$ cat src/rtl/noc_inject_arbiter.sv
// noc_inject_arbiter: packet-level round-robin arbiter sharing one NoC router
// local sender port among NUM_REQ requesters. A grant is taken on a header
// flit and held until that requester's tail is accepted, so wormhole packets
// never interleave. Flits reach the router through one registered stage.

`ifndef Noc_Data_Width
`define Noc_Data_Width 32
`endif

module noc_inject_arbiter #(
  parameter int NUM_REQ    = 4,
  parameter int DATA_WIDTH = `Noc_Data_Width,
  parameter int GW         = $clog2(NUM_REQ)
) (
  input  logic                          noc_clk,
  input  logic                          noc_rst,
  input  logic [NUM_REQ-1:0]            req_valid,
  output logic [NUM_REQ-1:0]            req_ready,
  input  logic [NUM_REQ*DATA_WIDTH-1:0] req_flit,
  input  logic [NUM_REQ-1:0]            req_is_header,
  input  logic [NUM_REQ-1:0]            req_is_tail,
  output logic                          snd_valid,
  input  logic                          snd_ready,
  output logic [DATA_WIDTH-1:0]         snd_flit,
  output logic                          snd_is_header,
  output logic                          snd_is_tail,
  input  logic                          snd_vc_ready,
  output logic                          busy,
  output logic [GW-1:0]                 cur_grant
);

  typedef enum logic {
    IDLE,
    LOCKED
  } state_t;

  state_t                state;
  logic [GW-1:0]         rr_ptr;

  logic [NUM_REQ-1:0]    cand;
  logic                  found;
  logic [GW-1:0]         sel;
  logic [31:0]           idx;
  logic [GW-1:0]         idx_g;

  logic [DATA_WIDTH-1:0] flit_arr [NUM_REQ];
  logic                  can_load;
  logic                  accept;

  // Split the packed requester flit bus into one word per requester.
  for (genvar i = 0; i < NUM_REQ; i++) begin : g_unpack
    assign flit_arr[i] = req_flit[i*DATA_WIDTH +: DATA_WIDTH];
  end

  assign cand     = req_valid & req_is_header;
  assign can_load = ~snd_valid | snd_ready;
  assign accept   = (state == LOCKED) & req_valid[cur_grant] & can_load;
  assign busy     = (state == LOCKED);

  // Rotating-priority search: first header candidate after rr_ptr, wrapping.
  always_comb begin
    found = 1'b0;
    sel   = '0;
    idx   = '0;
    idx_g = '0;
    for (int unsigned k = 0; k < NUM_REQ; k++) begin
      idx   = (32'(rr_ptr) + 32'd1 + 32'(k)) % 32'(NUM_REQ);
      idx_g = GW'(idx);
      if (!found && cand[idx_g]) begin
        found = 1'b1;
        sel   = idx_g;
      end
    end
  end

  // Only the granted requester sees ready, and only while the output stage can take a flit.
  always_comb begin
    req_ready = '0;
    if (state == LOCKED) begin
      req_ready[cur_grant] = can_load;
    end
  end

  // Arbitration FSM plus the single registered output stage.
  always_ff @(posedge noc_clk or posedge noc_rst) begin
    if (noc_rst) begin
      state         <= IDLE;
      rr_ptr        <= GW'(NUM_REQ - 1);
      cur_grant     <= '0;
      snd_valid     <= 1'b0;
      snd_flit      <= '0;
      snd_is_header <= 1'b0;
      snd_is_tail   <= 1'b0;
    end else begin
      case (state)
        IDLE: begin
          if (snd_vc_ready && found) begin
            cur_grant <= sel;
            state     <= LOCKED;
          end
        end
        LOCKED: begin
          if (accept && req_is_tail[cur_grant]) begin
            state  <= IDLE;
            rr_ptr <= cur_grant;
          end
        end
        default: state <= IDLE;
      endcase

      // A load in the same cycle as a drain keeps the stage full at one flit per cycle.
      if (accept) begin
        snd_valid     <= 1'b1;
        snd_flit      <= flit_arr[cur_grant];
        snd_is_header <= req_is_header[cur_grant];
        snd_is_tail   <= req_is_tail[cur_grant];
      end else if (snd_valid && snd_ready) begin
        snd_valid <= 1'b0;
      end
    end
  end

endmodule

$ cat config.mk
export PLATFORM = sky130hd
export DESIGN_NAME = noc_inject_arbiter
export DESIGN_NICKNAME = d
export VERILOG_FILES = /design/src/rtl/noc_inject_arbiter.sv
export SDC_FILE = /design/constraint.sdc
export NUM_CORES = 1
export LEC_CHECK = 0
export CORE_UTILIZATION = 30
export CTS_CLUSTER_DIAMETER = 120
export DETAILED_ROUTE_END_ITERATION = 16
export PLACE_DENSITY = 0.71
export SYNTH_ARGS = -nofsm -noshare
export SYNTH_HDL_FRONTEND = slang
export SYNTH_SLANG_ARGS = --single-unit
$ cat constraint.sdc
create_clock -name noc_clk -period 1.6 [get_ports noc_clk]
set_input_delay 0.24 -clock noc_clk [delete_from_list [all_inputs] [get_ports noc_clk]]
set_output_delay 0.24 -clock noc_clk [all_outputs]
set_load 0.01 [all_outputs]
==> flow_summary.json <==
{
  "slew-limit-headroom": 0.787,
  "power_density_nw_per_um2": 1650,
  "drive_gt1_frac": 0.326,
  "initial_utilization": 0.312,
  "status": "complete, but fails checks",
  "crit_chain": "mux4_2, nand3_4, clkbuf_16, mux2_4",
  "rsz0062_at_grt": "true",
  "cts_root_buffer": "clkbuf_8",
  "grt_pass1_wl_um": 11700,
  "grt-ovfl-total": 0,
  "cap_violations": 0,
  "netlist.area_leader.share": 0.369,
  "cts_tree": "built",
  "io_pins": 186,
  "crit_path_max_fanout": 8,
  "die_area_um2": 8970,
  "max_stage_delay_ns": 0.54,
  "hpwl_um": 6370,
  "leakage_uw": 0.00210,
  "critPathKind": "flip-flop to flip-flop",
  "synthToLayoutAreaGrowth_pct": 94.2,
  "max_freq_mhz": 585,
  "yosysSeqAreaShare": 0.389,
  "setup_viol": 37,
  "endpoint_kind": "flip-flop",
  "numCtsBuffers": 5,
  "die_w_um": 94.7,
  "totalPowerFinal_uw": 8270,
  "ir_drop_v": 0.000658,
  "synthCells": 158,
  "netlist_top_cells_area": "dfrtp_1 37%, mux4_2 30%, mux2_4 17%",
  "critPathArrivalTime_ns": 1.87,
  "cts_max_level": 2,
  "required_ns": 1.76,
  "synth_edf_count": 0,
  "grt_usage": 0.174,
  "viasPerCell": 4.83,
  "synth_ff_type": "dfrtp_1",
  "finalWorstSetupSlack_ns": -0.108,
  "n_antenna_cell": 0,
  "syn_area_um2": 2580,
  "tns_ns": -3.21,
  "clock-sinks": 40,
  "post_layout_nonfiller_instances": 476,
  "num_vias": 2297,
  "hold_viol_final": 0,
  "ys_types": 29,
  "fin_nets": 514,
  "drt_iter0_markers": 48,
  "drt_pass1_iterations": 4,
  "clock_path_buffers": 2,
  "clk_pin_slew_worst_paths_ns": 0.07,
  "slew_violations": 0,
  "ant_nets": 0,
  "core_um2": 8260,
  "critPathSlowestCell": "mux4_2",
  "gp_congestion": 0.859,
  "skew_ns": 0.00617,
  "synth.largest_area_cell": "dfrtp_1",
  "ys_seq_elements": 40,
  "drc": 0,
  "dp_cells": 456,
  "holdWs_ns": 0.279,
  "min_period_ns": 1.71,
  "finalCritPeriodShare": 1.07,
  "synth.net_count": 302,
  "worst_pin_slew_ns": 0.319,
  "clk_latency_ns": 0.28,
  "ys_warn_count": 0,
  "antenna_found_initial": 0,
  "violations": "negative setup slack",
  "wire_per_inst_um": 17.6,
  "grt_pass1_vias": 2362,
  "portBuffers": 185,
  "grt_start_max_net_pins": 27,
  "r2r_setup_slack_ns": -0.11,
  "syn_avg_cell_area_um2": 16.3,
  "num_rows": 33,
  "fp.dieH_um": 94.7,
  "ctsHoldBuffers": 0,
  "hold_class": "input pin to async pin",
  "routed_wl_um": 8370,
  "async_flop_share": 1.00,
  "pre_cts_ws_ns": -0.388,
  "cp-start-kind": "flip-flop"
}
[final cells by class]
class | instances | area (um2)
clock buffers | 8 | 80.1
inverters | 3 | 11.3
fillers | 679 | 3250
flip-flops and latches | 40 | 1010
repair buffers | 217 | 2240
well taps | 105 | 131
multi-input cells | 103 | 1530
[logic make-up after synthesis]
| logic type | Yosys count | share of synthesized area |
|---|---|---|
| muxes | 70 | 0.502 |
| DFF | 40 | 0.389 |
| and+or+nand+nor | 23 | 0.0442 |
| buffers and inverters | 15 | 0.0359 |
| AOI/OAI and AO/OA | 10 | 0.0282 |
[critical path, delay by kind of cell (launching register included)]
| family | cells | cell delay (ns) |
|---|---|---|
| AND/OR/NAND/NOR | 1 | 0.17 |
| buffers and inverters | 1 | 0.20 |
| flip-flops | 1 | 0.38 |
| multiplexers | 2 | 0.84 |
[metrics by stage]
| step | cell area [um2] | utilization |
|---|---|---|
| 6_report | 5010 | 0.606 |
| 5_1_grt | 5010 | 0.606 |
| 4_1_cts | 4850 | 0.588 |
| 3_5_place_dp | 4690 | 0.568 |
| 3_3_place_gp | 4690 | 0.568 |
| 2_1_floorplan | 2610 | - |
[synthesized netlist by cell type, types with 2 or more instances]
cell and number:
mux2_4 29, nor3_1 3, mux2_2 6, buf_1 2, inv_1 3, nand3_1 2, dfstp_2 2, mux4_2 34
nor2_1 4, buf_6 4, dfrtp_1 38, nand2_1 10, buf_2 5
[path summary, 6_finish.rpt]
path | cells after the start | from | to
setup / recovery | 4 | cur_grant[1]$_DFFE_PP0P_ | snd_is_header$_DFFE_PP0P_
hold / removal | 3 | noc_rst | snd_flit[15]$_DFFE_PP0P_
setup reg to reg | 4 | cur_grant[1]$_DFFE_PP0P_ | snd_is_header$_DFFE_PP0P_
hold reg to reg | 2 | snd_is_tail$_DFFE_PP0P_ | snd_is_tail$_DFFE_PP0P_
max in group asynchronous | 3 | noc_rst | rr_ptr[0]$_DFFE_PP1P_
min in group noc_clk | 2 | snd_is_tail$_DFFE_PP0P_ | snd_is_tail$_DFFE_PP0P_
[per-layer routing]
layer / GRT usage / part of all wire / up-vias
li1: - / - / 1053
met1: 0.207 / 0.38 / 1128
met2: 0.311 / 0.53 / 112
met3: 0.0475 / 0.074 / 4
met4: 0.0379 / 0.0074 / 0
met5: 0 / 0 / -
[registers in the layout, summed over array words and instances, names as in the netlist]
signal and count:
busy 1, cur_grant 2, rr_ptr 2, snd_flit 32, snd_is_header 1, snd_is_tail 1
snd_valid 1
[power breakdown]
part	switching [uW]	internal, uW
combinational	1990	3720
clock	318	310
sequential	353	1580
total	2670	5610
[layout by cell type, fill, tap and decap left out, types with 2 or more instances in the layout]
cell,synthesis,layout
dfstp_2,2,2
dfrtp_1,38,36
mux4_2,34,35
buf_6,4,2
buf_12,0,7
buf_2,5,3
nor2_1,4,4
buf_4,0,18
clkbuf_1,1,3
dfrtp_2,0,2
clkbuf_16,0,3
clkbuf_8,0,5
nor3_4,0,2
nand3_1,2,2
dlygate4sd2_1,0,2
inv_1,3,2
clkdlybuf4s50_1,0,179
nand2_1,10,10
mux2_4,29,34
[timing repair]
action,4_1_cts,5_1_grt
setup endpoints to repair,40,44
setup buffers,3,5
gates cloned,1,3
hold endpoints to repair,0,0
pin swaps,1,1
resized for setup,23,15
(Power assumes the default switching activity.)
